**src/rtl/pipe_ctrl.sv**
```systemverilog
// Pipeline sequencer: converts EXE/ID/MEM hazard and wait requests into per-stage
// stall and flush strobes. Define PIPE_CTRL_PERF_EN to add stall/flush event counters.
module pipe_ctrl #(
  parameter int MEM_TIMEOUT = 255,
  parameter int CNT_W       = 8
) (
  input  logic       clk_i,
  input  logic       rst_i,
  input  logic       jump_req_i,
  input  logic       exe_busy_i,
  input  logic       load_use_i,
  input  logic       mem_req_i,
  input  logic       mem_ack_i,
  output logic       pc_stall_o,
  output logic       if_id_stall_o,
  output logic       id_exe_stall_o,
  output logic       exe_mem_stall_o,
  output logic       if_id_flush_o,
  output logic       id_exe_flush_o,
  output logic       exe_mem_flush_o,
  output logic       mem_wb_flush_o,
  output logic       pc_sel_o,
  output logic       bus_err_o,
  output logic [1:0] state_o
`ifdef PIPE_CTRL_PERF_EN
  ,
  output logic [31:0] stall_cycles_o,
  output logic [31:0] flush_events_o
`endif
);

  typedef enum logic [1:0] {
    RUN      = 2'd0,
    MEM_WAIT = 2'd1,
    EXE_WAIT = 2'd2,
    JUMP     = 2'd3
  } state_e;

  localparam logic [CNT_W-1:0] TMO_VAL = CNT_W'(MEM_TIMEOUT);
  localparam bit               TMO_EN  = (MEM_TIMEOUT != 0);

  state_e           state_q, state_d;
  logic [CNT_W-1:0] cnt_q, cnt_d;
  logic             bus_err_q, bus_err_d;

  logic pc_stall, if_id_stall, id_exe_stall, exe_mem_stall;
  logic if_id_flush, id_exe_flush, exe_mem_flush, mem_wb_flush;
  logic pc_sel;
  logic mem_wait_req, tmo_hit;

  assign mem_wait_req = mem_req_i & ~mem_ack_i;
  assign tmo_hit      = TMO_EN && (cnt_q == TMO_VAL);

  always_comb begin
    state_d       = state_q;
    cnt_d         = '0;
    bus_err_d     = 1'b0;
    pc_stall      = 1'b0;
    if_id_stall   = 1'b0;
    id_exe_stall  = 1'b0;
    exe_mem_stall = 1'b0;
    if_id_flush   = 1'b0;
    id_exe_flush  = 1'b0;
    exe_mem_flush = 1'b0;
    mem_wb_flush  = 1'b0;
    pc_sel        = 1'b0;

    unique case (state_q)
      RUN: begin
        if (mem_wait_req) begin
          {pc_stall, if_id_stall, id_exe_stall, exe_mem_stall} = 4'b1111;
          mem_wb_flush = 1'b1;
          cnt_d        = cnt_q + CNT_W'(1);
          state_d      = MEM_WAIT;
        end else if (mem_req_i) begin
          // Zero-wait bus access masks every lower-priority request this cycle.
          state_d = RUN;
        end else if (exe_busy_i) begin
          {pc_stall, if_id_stall, id_exe_stall} = 3'b111;
          exe_mem_flush = 1'b1;
          state_d       = EXE_WAIT;
        end else if (jump_req_i) begin
          if_id_flush  = 1'b1;
          id_exe_flush = 1'b1;
          state_d      = JUMP;
        end else if (load_use_i) begin
          pc_stall     = 1'b1;
          if_id_stall  = 1'b1;
          id_exe_flush = 1'b1;
        end
      end

      MEM_WAIT: begin
        if (mem_ack_i) begin
          state_d = RUN;
        end else if (tmo_hit) begin
          mem_wb_flush = 1'b1;
          bus_err_d    = 1'b1;
          state_d      = RUN;
        end else begin
          {pc_stall, if_id_stall, id_exe_stall, exe_mem_stall} = 4'b1111;
          mem_wb_flush = 1'b1;
          cnt_d        = cnt_q + CNT_W'(1);
        end
      end

      EXE_WAIT: begin
        if (mem_wait_req) begin
          {pc_stall, if_id_stall, id_exe_stall, exe_mem_stall} = 4'b1111;
          mem_wb_flush = 1'b1;
          cnt_d        = cnt_q + CNT_W'(1);
          state_d      = MEM_WAIT;
        end else if (exe_busy_i) begin
          {pc_stall, if_id_stall, id_exe_stall} = 3'b111;
          exe_mem_flush = 1'b1;
        end else begin
          state_d = RUN;
        end
      end

      JUMP: begin
        // The redirect waits for MEM to finish so the jump address stays in EXE/MEM.
        if (mem_wait_req) begin
          if (tmo_hit) begin
            mem_wb_flush = 1'b1;
            bus_err_d    = 1'b1;
            state_d      = RUN;
          end else begin
            {pc_stall, if_id_stall, id_exe_stall, exe_mem_stall} = 4'b1111;
            mem_wb_flush = 1'b1;
            cnt_d        = cnt_q + CNT_W'(1);
          end
        end else begin
          pc_sel       = 1'b1;
          if_id_flush  = 1'b1;
          id_exe_flush = 1'b1;
          state_d      = RUN;
        end
      end

      default: state_d = RUN;
    endcase
  end

  always_ff @(posedge clk_i) begin
    if (rst_i) begin
      state_q   <= RUN;
      cnt_q     <= '0;
      bus_err_q <= 1'b0;
    end else begin
      state_q   <= state_d;
      cnt_q     <= cnt_d;
      bus_err_q <= bus_err_d;
    end
  end

  assign pc_stall_o      = pc_stall      & ~rst_i;
  assign if_id_stall_o   = if_id_stall   & ~rst_i;
  assign id_exe_stall_o  = id_exe_stall  & ~rst_i;
  assign exe_mem_stall_o = exe_mem_stall & ~rst_i;
  assign if_id_flush_o   = if_id_flush   & ~rst_i;
  assign id_exe_flush_o  = id_exe_flush  & ~rst_i;
  assign exe_mem_flush_o = exe_mem_flush & ~rst_i;
  assign mem_wb_flush_o  = mem_wb_flush  & ~rst_i;
  assign pc_sel_o        = pc_sel        & ~rst_i;
  assign bus_err_o       = bus_err_q;
  assign state_o         = state_q;

`ifdef PIPE_CTRL_PERF_EN
  logic [31:0] stall_cycles_q, flush_events_q;
  logic        flush_evt;

  assign flush_evt = ((state_q == RUN) && (state_d == JUMP)) || bus_err_d;

  always_ff @(posedge clk_i) begin
    if (rst_i) begin
      stall_cycles_q <= '0;
      flush_events_q <= '0;
    end else begin
      if (pc_stall_o) stall_cycles_q <= stall_cycles_q + 32'd1;
      if (flush_evt)  flush_events_q <= flush_events_q + 32'd1;
    end
  end

  assign stall_cycles_o = stall_cycles_q;
  assign flush_events_o = flush_events_q;
`endif

endmodule

```
**config.mk**
```make
export PLATFORM = sky130hd
export DESIGN_NAME = pipe_ctrl
export DESIGN_NICKNAME = d
export VERILOG_FILES = /design/src/rtl/pipe_ctrl.sv
export SDC_FILE = /design/constraint.sdc
export NUM_CORES = 1
export LEC_CHECK = 0
export BUFFER_PORTS_ARGS = -buffer_cell sky130_fd_sc_hd__buf_2
export CAP_MARGIN = 0
export CORE_MARGIN = 2
export CORE_UTILIZATION = 48
export CTS_BUF_LIST = sky130_fd_sc_hd__clkbuf_4 sky130_fd_sc_hd__clkbuf_8
export CTS_CLUSTER_DIAMETER = 80
export DETAILED_ROUTE_END_ITERATION = 6
export GPL_TIMING_DRIVEN = 1
export PLACE_DENSITY = 0.74
export SETUP_SLACK_MARGIN = 0.1
export SYNTH_ARGS = -nofsm -noshare
export SYNTH_HDL_FRONTEND = slang
export SYNTH_SLANG_ARGS = --single-unit
```
**constraint.sdc**
```tcl
create_clock -name clk_i -period 1.6 [get_ports clk_i]
set_input_delay 0.08 -clock clk_i [delete_from_list [all_inputs] [get_ports clk_i]]
set_output_delay 0.08 -clock clk_i [all_outputs]
set_load 0.01 [all_outputs]
```
==> results of run 1 <==
-- path summary, 6_finish.rpt --
kind / cells after the start / start / endpoint / slack [ps]
worst min register to register: 2 / cnt_q[0] / cnt_q[0] / 580
worst max-delay path: 6 / cnt_q[1] / if_id_stall_o / -190
worst min-delay path: 2 / mem_ack_i / bus_err_o / 160
worst max register to register: 8 / cnt_q[1] / state_o[0] / -100
-- cells in the final DEF (no fill, tap or decap), types with 2 or more instances in the layout --
cell type	instances
a211oi_2	2
a21oi_2	3
and3_1	3
buf_2	18
buf_4	17
buf_6	4
clkbuf_4	4
dfxtp_1	6
dfxtp_2	3
dfxtp_4	2
ha_4	5
inv_1	3
inv_4	2
nand2_1	4
nand3_1	3
nor2_1	4
nor2_4	8
nor3_1	2
xnor2_1	4
xor2_1	2
-- metal layers --
layer  share of wire [%]  up-vias  track usage (%)
li1                    -      380                -
met1                  40      395            35.53
met2                  51       57            40.92
met3                 7.7        6            3.879
met4                 1.4        0            9.375
met5                   0        -                0
-- what timing repair did --
action,CTS,global route
setup buffers,10,6
pin swaps,12,7
endpoints found under the hold margin,0,0
gates resized for setup,30,24
endpoints found under the setup margin,16,18
-- layout make-up --
| type | count | area (um2) |
|---|---|---|
| clock buffer | 4 | 30.03 |
| fill | 38 | 67.56 |
| inverter | 6 | 32.53 |
| multi-input combinational | 63 | 675.6 |
| sequential | 11 | 231.5 |
| tap | 15 | 18.77 |
| timing repair buffer | 40 | 277.8 |
-- power groups by stage --
stage	Combinational, mW	Clock [mW]	Sequential, mW
2_1_floorplan	0.143	0	0.298
3_3_place_gp	0.212	0	0.296
3_5_place_dp	0.214	0	0.297
4_1_cts	0.296	0.214	0.298
5_1_grt	0.392	0.237	0.301
6_report	0.377	0.219	0.300
-- critical path: stages, from the launching register on --
cell and delay [ps]:
dfxtp_2 340, ha_4 160, and3_4 150, a211oi_4 320, o31ai_4 120, a21oi_2 160, buf_2 170
-- flip-flops by register name (all words and copies together), names as in the netlist --
| register | flops |
|---|---|
| bus_err_o | 1 |
| state_o | 2 |
| cnt_q | 8 |
-- per-stage QoR --
step | std cells | area (um2) | utilization, % | power [mW]
after global routing | 139 | 1266 | 94.93 | 0.9300
final | 139 | 1266 | 94.93 | 0.8958
after global placement | 119 | 898.4 | 67.35 | 0.5077
after detailed placement | 119 | 898.4 | 67.35 | 0.5109
after CTS | 133 | 1126 | 84.43 | 0.8082
after floorplan | 83 | 767.0 | - | 0.4417
-- cells by family (layout without fill, tap and decap cells) --
kind of cell / Yosys count / after routing / synth area share, %
flops: 11 / 11 / 31.04
simple gates: 35 / 35 / 25.75
fa+ha+maj: 5 / 5 / 8.818
buf+inv: 9 / 50 / 6.349
compound gates: 17 / 17 / 20.63
xor+xnor: 6 / 6 / 7.407
==> qor.csv, run 1 <==
metric,value,unit
status,"complete, but fails checks",
violated checks,negative setup slack,
antenna cell count,0,
Core Box Area,1334,um2
CP Max Fanout,2,
Peak VDD IR,0.0008222,V
row count,13,
final hold vios,0,
initial core utilization,53.19,%
clock sinks,11,
synth top area cells,"dfxtp_1 31%, ha_1 8.8%, nor2_1 6.9%",
Final setup viols,10,
Switch Pwr,319.3,uW
headroom to the max-slew limit,74.23,%
most common cell in the netlist,nor2_1,
Async SR Flop Fraction,0,%
shortest period the worst path allows,1792,ps
Cell variety after synth,34,
Leak,0.5055,nW
via count,838,
Final nets,137,
Post-synth top flop,dfxtp_1,
Die Area,1802,um2
largest net degree at the start of global routing,13,
WL per Instance,20.58,um
Num CTS Buffers,3,
Detailed Route WL,2860,um
number of synthesized register bits,11,
critical path arrival,1710,ps
GRT Residual Overflow,0,
share of cells above drive strength 1,70.16,%
vias in the first global route,747,
Via-to-Cell Ratio,6.029,
CTS Hold Bufs,0,
Final Skew,14.49,ps
WP data required,1520,ps
unrepaired setup endpoints after global routing,yes,
WS Path Type,flop to output port,
number of synthesis warnings,0,
Worst-path clk slew,90,ps
Hold Crit Class,input pin to flop,
Tot GR Track Use,25.91,%
DRT iter0 DRCs,38,
clock network fraction of total power,24.5,%
Avg Inst Size Synth,8.547,um2
switching share of power,35.65,%
DRC viols,0,
first-pass GRT wire length,3519,um
CTS tree,done,
setup TNS,-1212,ps
post-synthesis net count,95,
Worst Tran Pin Value,385.6,ps
PnR worst setup slack,-191.6,ps
Power Internal,576.4,uW
Post-DRT Antenna Nets,0,
Post-synth top cells,"13 x nor2_1, 11 x dfxtp_1, 6 x inv_1",
CTS Root Buffer Type,clkbuf_4,
cell count after synthesis,83,
combinational power share,42.1,%
H-tree Lvls,1,
Synth area leader,dfxtp_1,
cell area after synthesis,709.4,um2
chip width,42.45,um
drt pass-1 iters,4,
clk_lat worst skew,280,ps
Die Y,42.45,um
sequential area share after synthesis,31.04,%
Tcrit/Tclk final,112.0,%
synthesis-to-finish area growth,78.48,%
initial antenna violation count,0,
# port buffers,18,
hold slack final,160.8,ps
Synth top area share,31.04,%
fmax,558.2,MHz
Critical Path Sink Type,output port,
crit path launch type,flop,
IO Count,19,
DP Worst Slack,-21.18,ps
Final GP Congestion,0.8164,
DPL Wire Length,1292,um
Max Cap Violations,0,
Flop pwr share,33.4,%
Cell Pwr Density,707.4,nW/um2
Post-synth EDFFs,0,
"Slew Viols, Final",0,
Clock Path Buffers,2,
Note: power is estimated with default switching activity, not from simulation.
==> run 2, diff against run 1 <==
- clock period: 1.6 -> 1.5 ns (I/O delays scaled with it)
==> run 2 against run 1 <==
  * The run now fails in global routing (5_1_grt)
  * Area after synthesis unchanged
  * Synthesized cell count stayed put
==> qor.csv, run 2 <==
metric,value,unit,change
status,did not finish,,"was complete, but fails checks"
Stop stage,global routing (5_1_grt),,
tool error,[ERROR DPL-0033] detailed placement checks failed during check placement.,,
Avg Inst Size Synth,8.547,um2,unchanged
Synth top area share,31.04,%,unchanged
Num CTS Buffers,3,,unchanged
largest net degree at the start of global routing,13,,
initial antenna violation count,0,,
Post-Synth Simple-Gate Area,25.75,%,unchanged
synth top area cells,"dfxtp_1 31%, ha_1 8.8%, nor2_1 6.9%",,unchanged
post-synthesis mux area share,0,%,unchanged
sequential area share after synthesis,31.04,%,unchanged
IO Count,19,,unchanged
largest family of logic cells by synthesized area,simple AND/OR/NAND/NOR gates,,unchanged
XOR/XNOR share of the synthesized area,7.407,%,unchanged
complex-gate fraction of the synthesized area,20.63,%,unchanged
chip width,42.45,um,unchanged
Post-synth EDFFs,0,,unchanged
Final GP Congestion,0.7687,,was 0.8164
post-synthesis net count,95,,unchanged
Placed Instances,126,,was 119
row count,13,,unchanged
Die Y,42.45,um,unchanged
cell area after synthesis,709.4,um2,unchanged
Cell variety after synth,34,,unchanged
worst_ep grt,if_id_flush_o,,
# port buffers,18,,unchanged
Clock Path Buffers,2,,unchanged
most common cell in the netlist,nor2_1,,unchanged
number of synthesis warnings,0,,unchanged
Post-synth top flop,dfxtp_1,,unchanged
number of synthesized register bits,11,,unchanged
initial core utilization,53.19,%,unchanged
cell count after synthesis,83,,unchanged
Post-synth top cells,"13 x nor2_1, 11 x dfxtp_1, 6 x inv_1",,unchanged
DPL Wire Length,1365,um,was 1292 um
DP Worst Slack,-64.25,ps,was -21.18 ps
Worst EP kind,output port,,
Synth area leader,dfxtp_1,,unchanged
Async SR Flop Fraction,0,%,unchanged
clock sinks,11,,unchanged
CTS Root Buffer Type,clkbuf_4,,unchanged
H-tree Lvls,1,,unchanged
adder-cell share of the synthesized area,8.818,%,unchanged
[run 2: cell counts after synthesis]
Identical to the previous run, type by type.
[run 2: cells by family after synthesis]
kind of cell	count (synthesis)
flip-flops	11
XOR/XNOR	6
buffers and inverters	9
AND/OR/NAND/NOR	35
adder cells (fa/ha/maj)	5
AO/OA/AOI/OAI	17
[run 2: timing repair]
item                       in CTS
setup endpoints to repair      18
cloned                          0
gates resized for setup        21
hold buffers                    0
pin swaps                      11
buffers inserted                7
[run 2: stage by stage]
stage	hold slack (ps)	area [um2]
3_3_place_gp	391.0	982.2
3_5_place_dp	381.1	982.2
2_1_floorplan	152.4	798.3
4_1_cts	120.6	1150
==> run 3, diff against run 2 <==
- CORE_AREA: unset -> 2 2 63 65
- CORE_MARGIN: 2 -> unset
- CORE_UTILIZATION: 48 -> unset
- CTS_BUF_LIST: sky130_fd_sc_hd__clkbuf_4 sky130_fd_sc_hd__clkbuf_8 -> unset
- CTS_CLUSTER_DIAMETER: 80 -> unset
- DIE_AREA: unset -> 0 0 65 67
- PLACE_DENSITY: 0.74 -> unset
- PLACE_DENSITY_LB_ADDON: unset -> 0.15
- SETUP_SLACK_MARGIN: 0.1 -> unset
- clock period: 1.5 -> 2 ns (I/O delays scaled with it)
==> run 3 against run 2 <==
  * The flow now finishes without violations
==> qor.csv, run 3 (synthesized netlist as in run 1, its figures left out) <==
metric,value,unit,change
max FFs per register,8,,
via count,666,,
fmax,542.1,MHz,
placed cell area,844.6,um2,was 982.2 um2
setup TNS,0,ps,
Hold Path Stages,2,,
hold slack final,175.2,ps,
IO Count,19,,unchanged
# port buffers,18,,unchanged
Layout Cell Area excl Fill,979.7,um2,
final hold vios,0,,
antenna cell count,0,,
CTS tree,done,,
Design Power,627.2,uW,
clock network fraction of total power,35.9,%,
Post-DRT Antenna Nets,0,,
DRC viols,0,,
Hold Crit Class,input pin to flop,,
DRT iter0 DRCs,23,,
Hold EP,bus_err_o,,
switching share of power,29.67,%,
Placed Instances,147,,was 126
Power Internal,441.1,uW,
Cell Pwr Density,640.2,nW/um2,
chip width,65,um,was 42.45 um
combinational power share,27.0,%,
critical path arrival,1740,ps,
WL per Instance,10.82,um,
slowest CP cell,dfxtp_2,,
CTS Root Buffer Type,clkbuf_8,,was clkbuf_4
"commonest non-fill, non-tap cell in the layout",buf_2,,
Flop pwr share,37.1,%,
initial antenna violation count,0,,
PnR worst setup slack,155.3,ps,
GRT Residual Overflow,0,,
Critical Path Sink Type,output port,,
Leak,0.4137,nW,
WP buf/inv,3,,
CTS Hold Bufs,0,,unchanged
Clock Path Buffers,2,,unchanged
H-tree Lvls,1,,unchanged
crit path cell chain,"inv_1, ha_4, inv_1, nor3_2, o21ai_0, a211oi_1, buf_2",,
Tot GR Track Use,8.452,%,
Max Cap Violations,0,,
synthesis-to-finish area growth,38.10,%,
row count,22,,was 13
Die Area,4355,um2,
Switch Pwr,186.1,uW,
Die Y,67,um,was 42.45 um
"Slew Viols, Final",0,,
Num CTS Buffers,3,,unchanged
clock sinks,11,,unchanged
hold_sp,mem_ack_i,,
Worst Tran Pin Value,399.8,ps,
clk_lat worst skew,240,ps,
"slowest stage delay, CP",330,ps,
final core utilization,27.17,%,
FF-to-FF setup slack,240,ps,
WP data required,1900,ps,
Core Box Area,3606,um2,
Peak VDD IR,0.0001910,V,
Worst Reg-to-Reg Cells,6,,
headroom to the max-slew limit,72.66,%,
worst r2r dst,state_o[1],,
share of cells above drive strength 1,40.74,%,
Final nets,121,,
crit path launch type,flop,,
unrepaired setup endpoints after global routing,no,,
Top reg by flops,cnt_q,,
FILL cells,394,,
largest net degree at the start of global routing,13,,
FF-to-FF Start,state_o[0],,
shortest period the worst path allows,1845,ps,
WS Path Type,flop to output port,,
first-pass GRT wire length,2760,um,
final cell count without fillers,156,,
CP Max Fanout,6,,
Final Skew,5.020,ps,
drt pass-1 iters,4,,
Detailed Route WL,1688,um,
Tcrit/Tclk final,92.24,%,
DP Worst Slack,191.7,ps,was -64.25 ps
"most used cell, CP",inv_1,,
Final GP Congestion,0.7335,,was 0.7687
Crit path max-delay family,buffers and inverters,,
initial core utilization,19.67,%,was 53.19%
Via-to-Cell Ratio,4.269,,
Worst-path clk slew,50,ps,
DPL Wire Length,1236,um,was 1365 um
"commonest non-fill, non-tap cells in the layout","18 x buf_2, 12 x nor2_1, 10 x dfxtp_1",,
Final setup viols,0,,
vias in the first global route,596,,
status,"complete, no violations",,was did not finish
==> run 3: power groups by stage <==
stage	combinational, mW	clock [mW]	sequential [mW]
6_report	0.169	0.225	0.233
5_1_grt	0.188	0.253	0.234
4_1_cts	0.140	0.234	0.232
3_5_place_dp	0.138	0	0.237
3_3_place_gp	0.140	0	0.236
2_1_floorplan	0.0948	0	0.237
==> run 3: repair_timing <==
action / in CTS / in global routing
pin swaps: 0 / 3
resized for setup: 1 / 11
endpoints found under the setup margin: 1 / 6
gates cloned: 0 / 0
setup buffers: 0 / 5
==> run 3: layer usage <==
metal | GRT usage (%) | part of all wire, % | up-vias
met3 | 3.378 | 5.0 | 2
met4 | 3.989 | 1.1 | 0
li1 | - | - | 342
met1 | 10.43 | 47 | 309
met2 | 12.76 | 47 | 13
met5 | 0 | 0 | -
==> run 3: final cells by class <==
| type | count | area [um2] | area share (%) |
|---|---|---|---|
| clock buffers | 4 | 45.04 | 4.598 |
| inverters | 6 | 22.52 | 2.299 |
| multi-input cells | 63 | 495.5 | 50.57 |
| flip-flops and latches | 11 | 221.5 | 22.61 |
| well taps | 48 | 60.06 | 6.130 |
| repair buffers | 24 | 135.1 | 13.79 |
==> run 3: how the worst max path moves through the flow <==
stage | startpoint | to | slack, ps | cells past startpoint
2_1_floorplan | state_o[0] | state_o[1] | 250 | 6
3_3_place_gp | state_o[0] | state_o[1] | 270 | 6
3_5_place_dp | state_o[0] | state_o[1] | 190 | 6
4_1_cts | state_o[1] | exe_mem_stall_o | 30 | 7
5_1_grt | state_o[1] | id_exe_flush_o | 20 | 7
6_report | state_o[1] | id_exe_flush_o | 160 | 7
